<file path="src/rtl/clock_cmd_parser.sv">
// ASCII command front-end for the digital clock: parses "code field field ..." lines into set/alarm/mode updates.
// Optional macro CMD_RANGE_CHECK_EN enables calendar/time range and leap-year checks.
module clock_cmd_parser #(
    parameter int YEAR_BASE  = 2000,
    parameter int MAX_DIGITS = 4
) (
    input  logic        clk,
    input  logic        reset,
    input  logic [7:0]  rx_data,
    input  logic        rx_valid,
    output logic        rx_ready,
    output logic [1:0]  mode,
    output logic [4:0]  set_hour,
    output logic [5:0]  set_min,
    output logic [5:0]  set_sec,
    output logic [4:0]  set_day,
    output logic [3:0]  set_month,
    output logic [11:0] set_year,
    output logic        set_load,
    output logic [10:0] alarm_min,
    output logic        alarm_load,
    output logic        cmd_err
);
    localparam int DW = $clog2(MAX_DIGITS + 2);

    typedef enum logic [2:0] {S_IDLE, S_CODE, S_GAP, S_FIELD, S_ERR, S_CHECK} state_t;

    state_t         r_state;
    logic [2:0]     r_code;
    logic [2:0]     r_count;
    logic [DW-1:0]  r_digits;
    logic [13:0]    r_acc;
    logic [13:0]    r_field [0:5];
    logic           r_err;

    logic           w_xfer, w_digit, w_space, w_term, w_code_digit;
    logic [13:0]    w_acc_next, w_year_raw;
    logic [11:0]    w_year;
    logic           w_range_en, w_range_ok, w_year_ok;
    logic           w_set_ok, w_alarm_ok, w_mode_ok;

    function automatic logic is_leap(input logic [11:0] y);
        return ((y % 12'd4 == 12'd0) && (y % 12'd100 != 12'd0)) || (y % 12'd400 == 12'd0);
    endfunction

    function automatic logic [4:0] days_in_month(input logic [3:0] m, input logic [11:0] y);
        case (m)
            4'd2:                       return is_leap(y) ? 5'd29 : 5'd28;
            4'd4, 4'd6, 4'd9, 4'd11:    return 5'd30;
            default:                    return 5'd31;
        endcase
    endfunction

    assign w_xfer       = rx_valid && rx_ready;
    assign w_digit      = (rx_data >= 8'h30) && (rx_data <= 8'h39);
    assign w_code_digit = (rx_data >= 8'h31) && (rx_data <= 8'h34);
    assign w_space      = (rx_data == 8'h20);
    assign w_term       = (rx_data == 8'h0A) || (rx_data == 8'h0D);
    assign w_acc_next   = 14'(r_acc * 14'd10) + {10'd0, rx_data[3:0]};

`ifdef CMD_RANGE_CHECK_EN
    assign w_range_en = 1'b1;
`else
    assign w_range_en = 1'b0;
`endif

    // Command acceptance rules, evaluated from the stored fields while in CHECK
    always_comb begin
        w_year_raw = r_field[5];
        if (r_field[5] < 14'd100) begin
            w_year_raw = r_field[5] + 14'(YEAR_BASE);
        end else begin
            w_year_raw = r_field[5];
        end
        w_year_ok  = (w_year_raw < 14'd4096);
        w_year     = w_year_raw[11:0];
        w_range_ok = (r_field[0] < 14'd24) && (r_field[1] < 14'd60) && (r_field[2] < 14'd60) &&
                     (r_field[4] >= 14'd1) && (r_field[4] <= 14'd12) && (r_field[3] >= 14'd1) &&
                     (r_field[3] <= {9'd0, days_in_month(r_field[4][3:0], w_year)});
        w_set_ok   = !r_err && (r_code == 3'd3) && (r_count == 3'd6) && w_year_ok &&
                     (!w_range_en || w_range_ok);
        w_alarm_ok = !r_err && (r_code == 3'd4) && (r_count == 3'd1) &&
                     (!w_range_en || (r_field[0] < 14'd1440));
        w_mode_ok  = !r_err && ((r_code == 3'd1) || (r_code == 3'd2)) && (r_count == 3'd0);
    end

    // Byte-level parser FSM with registered outputs and pulses
    always_ff @(posedge clk or posedge reset) begin
        if (reset) begin
            r_state    <= S_IDLE;
            r_code     <= 3'd0;
            r_count    <= 3'd0;
            r_digits   <= '0;
            r_acc      <= 14'd0;
            r_err      <= 1'b0;
            for (int i = 0; i < 6; i++) r_field[i] <= 14'd0;
            rx_ready   <= 1'b1;
            mode       <= 2'd1;
            set_hour   <= 5'd0;
            set_min    <= 6'd0;
            set_sec    <= 6'd0;
            set_day    <= 5'd1;
            set_month  <= 4'd1;
            set_year   <= 12'd2020;
            alarm_min  <= 11'd0;
            set_load   <= 1'b0;
            alarm_load <= 1'b0;
            cmd_err    <= 1'b0;
        end else begin
            set_load   <= 1'b0;
            alarm_load <= 1'b0;
            cmd_err    <= 1'b0;
            case (r_state)
                S_IDLE: if (w_xfer) begin
                    if (w_space || w_term) begin
                        r_state <= S_IDLE;
                    end else if (w_code_digit) begin
                        r_code  <= rx_data[2:0];
                        r_count <= 3'd0;
                        r_state <= S_CODE;
                    end else begin
                        r_err   <= 1'b1;
                        r_state <= S_ERR;
                    end
                end
                S_CODE: if (w_xfer) begin
                    if (w_space) begin
                        r_state <= S_GAP;
                    end else if (w_term) begin
                        rx_ready <= 1'b0;
                        r_state  <= S_CHECK;
                    end else begin
                        r_err   <= 1'b1;
                        r_state <= S_ERR;
                    end
                end
                S_GAP: if (w_xfer) begin
                    if (w_digit) begin
                        r_acc    <= {10'd0, rx_data[3:0]};
                        r_digits <= DW'(1);
                        if (r_count != 3'd7) r_count <= r_count + 3'd1;
                        r_state  <= S_FIELD;
                    end else if (w_term) begin
                        rx_ready <= 1'b0;
                        r_state  <= S_CHECK;
                    end else if (!w_space) begin
                        r_err   <= 1'b1;
                        r_state <= S_ERR;
                    end
                end
                S_FIELD: if (w_xfer) begin
                    if (w_digit && (r_digits != DW'(MAX_DIGITS))) begin
                        r_acc    <= w_acc_next;
                        r_digits <= r_digits + DW'(1);
                    end else if (w_space || w_term) begin
                        // Only the first six fields are kept; a seventh just fails the count check
                        if (r_count <= 3'd6) r_field[r_count - 3'd1] <= r_acc;
                        rx_ready <= !w_term;
                        r_state  <= w_term ? S_CHECK : S_GAP;
                    end else begin
                        r_err   <= 1'b1;
                        r_state <= S_ERR;
                    end
                end
                S_ERR: if (w_xfer && w_term) begin
                    rx_ready <= 1'b0;
                    r_state  <= S_CHECK;
                end
                S_CHECK: begin
                    rx_ready <= 1'b1;
                    r_err    <= 1'b0;
                    r_state  <= S_IDLE;
                    if (w_mode_ok) begin
                        mode <= r_code[1:0];
                    end else if (w_set_ok) begin
                        set_hour  <= r_field[0][4:0];
                        set_min   <= r_field[1][5:0];
                        set_sec   <= r_field[2][5:0];
                        set_day   <= r_field[3][4:0];
                        set_month <= r_field[4][3:0];
                        set_year  <= w_year;
                        set_load  <= 1'b1;
                    end else if (w_alarm_ok) begin
                        alarm_min  <= r_field[0][10:0];
                        alarm_load <= 1'b1;
                    end else begin
                        cmd_err <= 1'b1;
                    end
                end
                default: begin
                    rx_ready <= 1'b1;
                    r_state  <= S_IDLE;
                end
            endcase
        end
    end
endmodule

</file>
<file path="config.mk">
export PLATFORM = sky130hd
export DESIGN_NAME = clock_cmd_parser
export DESIGN_NICKNAME = d
export VERILOG_FILES = /design/src/rtl/clock_cmd_parser.sv
export SDC_FILE = /design/constraint.sdc
export NUM_CORES = 1
export LEC_CHECK = 0
export CAP_MARGIN = 30
export CORE_UTILIZATION = 47
export DETAILED_ROUTE_END_ITERATION = 7
export PLACE_DENSITY = 0.79
export SYNTH_ARGS = -nofsm -noshare
export SYNTH_HDL_FRONTEND = slang
export SYNTH_SLANG_ARGS = --single-unit
</file>
<file path="constraint.sdc">
create_clock -name clk -period 4.5 [get_ports clk]
set_input_delay 0.9 -clock clk [delete_from_list [all_inputs] [get_ports clk]]
set_output_delay 0.9 -clock clk [all_outputs]
set_load 0.02 [all_outputs]
</file>
==> run summary <==
status = completed
die area = 14270 µm²
Critical Path RT = 4800 ps
Startpoint Class = flip-flop
Reg area = 3217 µm²
root buffer cell = clkbuf_16
top cells by area, synth = dfrtp_1, mux2_2, nand2_1
clk slew on worst S/H paths = 50 ps
post-CTS setup buffer count = 0
CP arrival = 3900 ps
Layout Nets = 721
unrepaired setup endpoints after global routing = false
P&R area growth vs syn = 22.00%
number of clock sinks = 128
TritonCTS clock tree = built
Max FO, Critical Path = 10
Cells after Synth = 608
initial antenna violation count = 0
crit share post-route = 0.8019
Fin. Hold Viols = 0
die width = 119.5 µm
synthesized cell area = 6484 µm²
Seq/Total Area, Yosys = 0.4961
crit-path cells = ha_1, ha_1, fa_1, xor2_2, or4b_1, a211oi_2, nand4_2, o311a_1, a221o_1
DR DRC count = 0
Clock Latency Late Sink = 420 ps
diode count = 0
Vias per Instance = 5.581
Power Dens Cells = 333.8 nW/µm²
Placer Congestion = 0.8894
core area = 13350 µm²
DR iter-0 viols = 353
P_leak = 3.824 nW
Slew headroom = 0.3839
largest net degree at the start of global routing = 79
fin. max-slew vios = 0
die span in y = 119.5 µm
Post-CTS Hold Buffers = 0
Post-synth top cells = nand2_1, dfrtp_1, mux2_2
Num CTS Buffers = 17
Critical Path Sink Type = flip-flop
vias in the first global route = 4790
worst setup path class = flip-flop to flip-flop
syn_nets = 653
CTS max path bufs = 2
first-pass GRT wire length = 23620 µm
EDFF count, synth = 0
placed cells = 833
Clock Skews = 10.52 ps
Worst Max-Slew Pin Slew = 918.4 ps
row count = 42
ys async rst share = 1.000
library cells used by synthesis = 68
Final ANT Viol Nets = 0
Crit path largest cell delay = 610 ps
# port buffers = 65
setup TNS = 0 ps
Most used DFF post-synth = dfrtp_1
final worst path period need = 3609 ps
final setup fails = 0
CTS H-tree lvls = 4
most used cell, CP = ha_1
worst setup margin = 891.3 ps
Via Count = 4822
slowest stage cell, crit path = dfrtp_1
top-count cell post-synth = nand2_1
Starting Density = 0.4858
drt pass-1 iters = 5
I/O pin count = 66
layout filler cell count = 1043
WL/cell = 16.31 µm
# Max-Cap Violations = 0
share of layout cells above drive strength 1 = 0.1773
Hold Worst Slack = 457.7 ps
Mean Syn Cell Area = 10.66 µm²
Synth top area share = 0.4516
Synth area leader = dfrtp_1
GRT Total Usage = 0.2129
synthesized flop and latch total = 128
Multi-input gate area = 3099 µm²
post_cts resized = 0
Placement Setup Slack = 596.4 ps
Final Instance Count excl. Fillers = 864
Min-Delay Path Class = flip-flop to flip-flop
Detail Placement HPWL = 9902 µm
Routed WL = 14100 µm
remaining global-route overflow = 0
Peak Freq = 277.1 MHz
Worst IR Drop VDD = 0.0002978 V
Syn. warnings = 0
-- registers in the layout (all words and copies together), names as in the netlist, 4 cells and up --
name	flops
set_month	4
alarm_min	11
set_year	12
set_hour	5
r_acc	14
set_day	5
r_field	46
set_sec	6
set_min	6
-- layer usage --
metal,vias to the layer above,global-route usage,share of wire
met5,-,0,0
met4,0,0.07969,0.017
met3,30,0.04646,0.047
met2,164,0.3692,0.52
met1,2366,0.2583,0.42
li1,2262,-,-
-- final cells by class --
type / count / share of cell area
Sequential cell: 128 / 0.4067
Clock buffer: 27 / 0.06612
Clock inverter: 4 / 0.009174
Multi-Input combinational cell: 441 / 0.3918
Tap cell: 176 / 0.02784
Timing Repair Buffer: 70 / 0.08953
Inverter: 18 / 0.008858
-- cells in the final DEF, fill, tap and decap left out, types with 3 or more instances in the layout --
| cell | instances |
|---|---|
| clkbuf_8 | 6 |
| nand3b_1 | 4 |
| nand2_1 | 129 |
| nor2b_1 | 5 |
| nor4_1 | 3 |
| nor2_1 | 33 |
| clkbuf_16 | 17 |
| or3_1 | 3 |
| inv_1 | 15 |
| clkbuf_1 | 4 |
| o22a_1 | 4 |
| buf_4 | 4 |
| dfstp_2 | 11 |
| a21oi_1 | 17 |
| nor3_1 | 8 |
| ha_1 | 32 |
| dfrtp_1 | 117 |
| xnor2_1 | 8 |
| nand2b_1 | 6 |
| o211ai_1 | 5 |
| and3_1 | 6 |
| mux2_2 | 66 |
| o21ai_0 | 26 |
| o31ai_1 | 7 |
| xor2_1 | 9 |
| mux2i_1 | 7 |
| clkdlybuf4s50_1 | 65 |
| nand3_1 | 9 |
| nand4_1 | 6 |
-- worst max-delay path: cells and delay by family (launching register included) --
family | cells | cell delay [ps]
AOI/OAI and AO/OA | 3 | 930
xor gates and xnor gates | 1 | 280
adders and majority gates | 3 | 990
DFF | 1 | 610
and+or+nand+nor | 2 | 670
-- report_power, final --
group / internal [W] / total [W] / switching (W)
sequential: 0.00116 / 0.00118 / 0.0000165
clock: 0.000899 / 0.00136 / 0.000461
combinational: 0.0000389 / 0.0000995 / 0.0000606
-- final timing paths --
path / start / endpoint / slack, ps / cells after the start
setup reg to reg: r_acc[1] / r_acc[13] / 890 / 9
min in group asynchronous: reset / alarm_min[4] / 750 / 2
hold reg to reg: set_day[0] / set_day[0] / 460 / 2
hold / removal: set_day[0] / set_day[0] / 460 / 2
max in group asynchronous: reset / mode[0] / 2760 / 4
setup / recovery: r_acc[1] / r_acc[13] / 890 / 9
-- stage by stage --
step | power, W | utilization | cell area (µm²)
floorplan | 0.001259 | - | 6484
global placement | 0.001293 | 0.5459 | 7287
detailed placement | 0.001300 | 0.5480 | 7315
CTS | 0.002654 | 0.5926 | 7910
global route | 0.002717 | 0.5926 | 7910
finish | 0.002641 | 0.5926 | 7910
-- kinds of logic after synthesis --
kind of cell / synth area share
XOR/XNOR: 0.02547
AO/OA/AOI/OAI: 0.08588
flip-flops: 0.4961
adder cells (fa/ha/maj): 0.06793
AND/OR/NAND/NOR: 0.1733
buffers and inverters: 0.02586
multiplexers: 0.1254
Power figures use the tool's default switching activity.
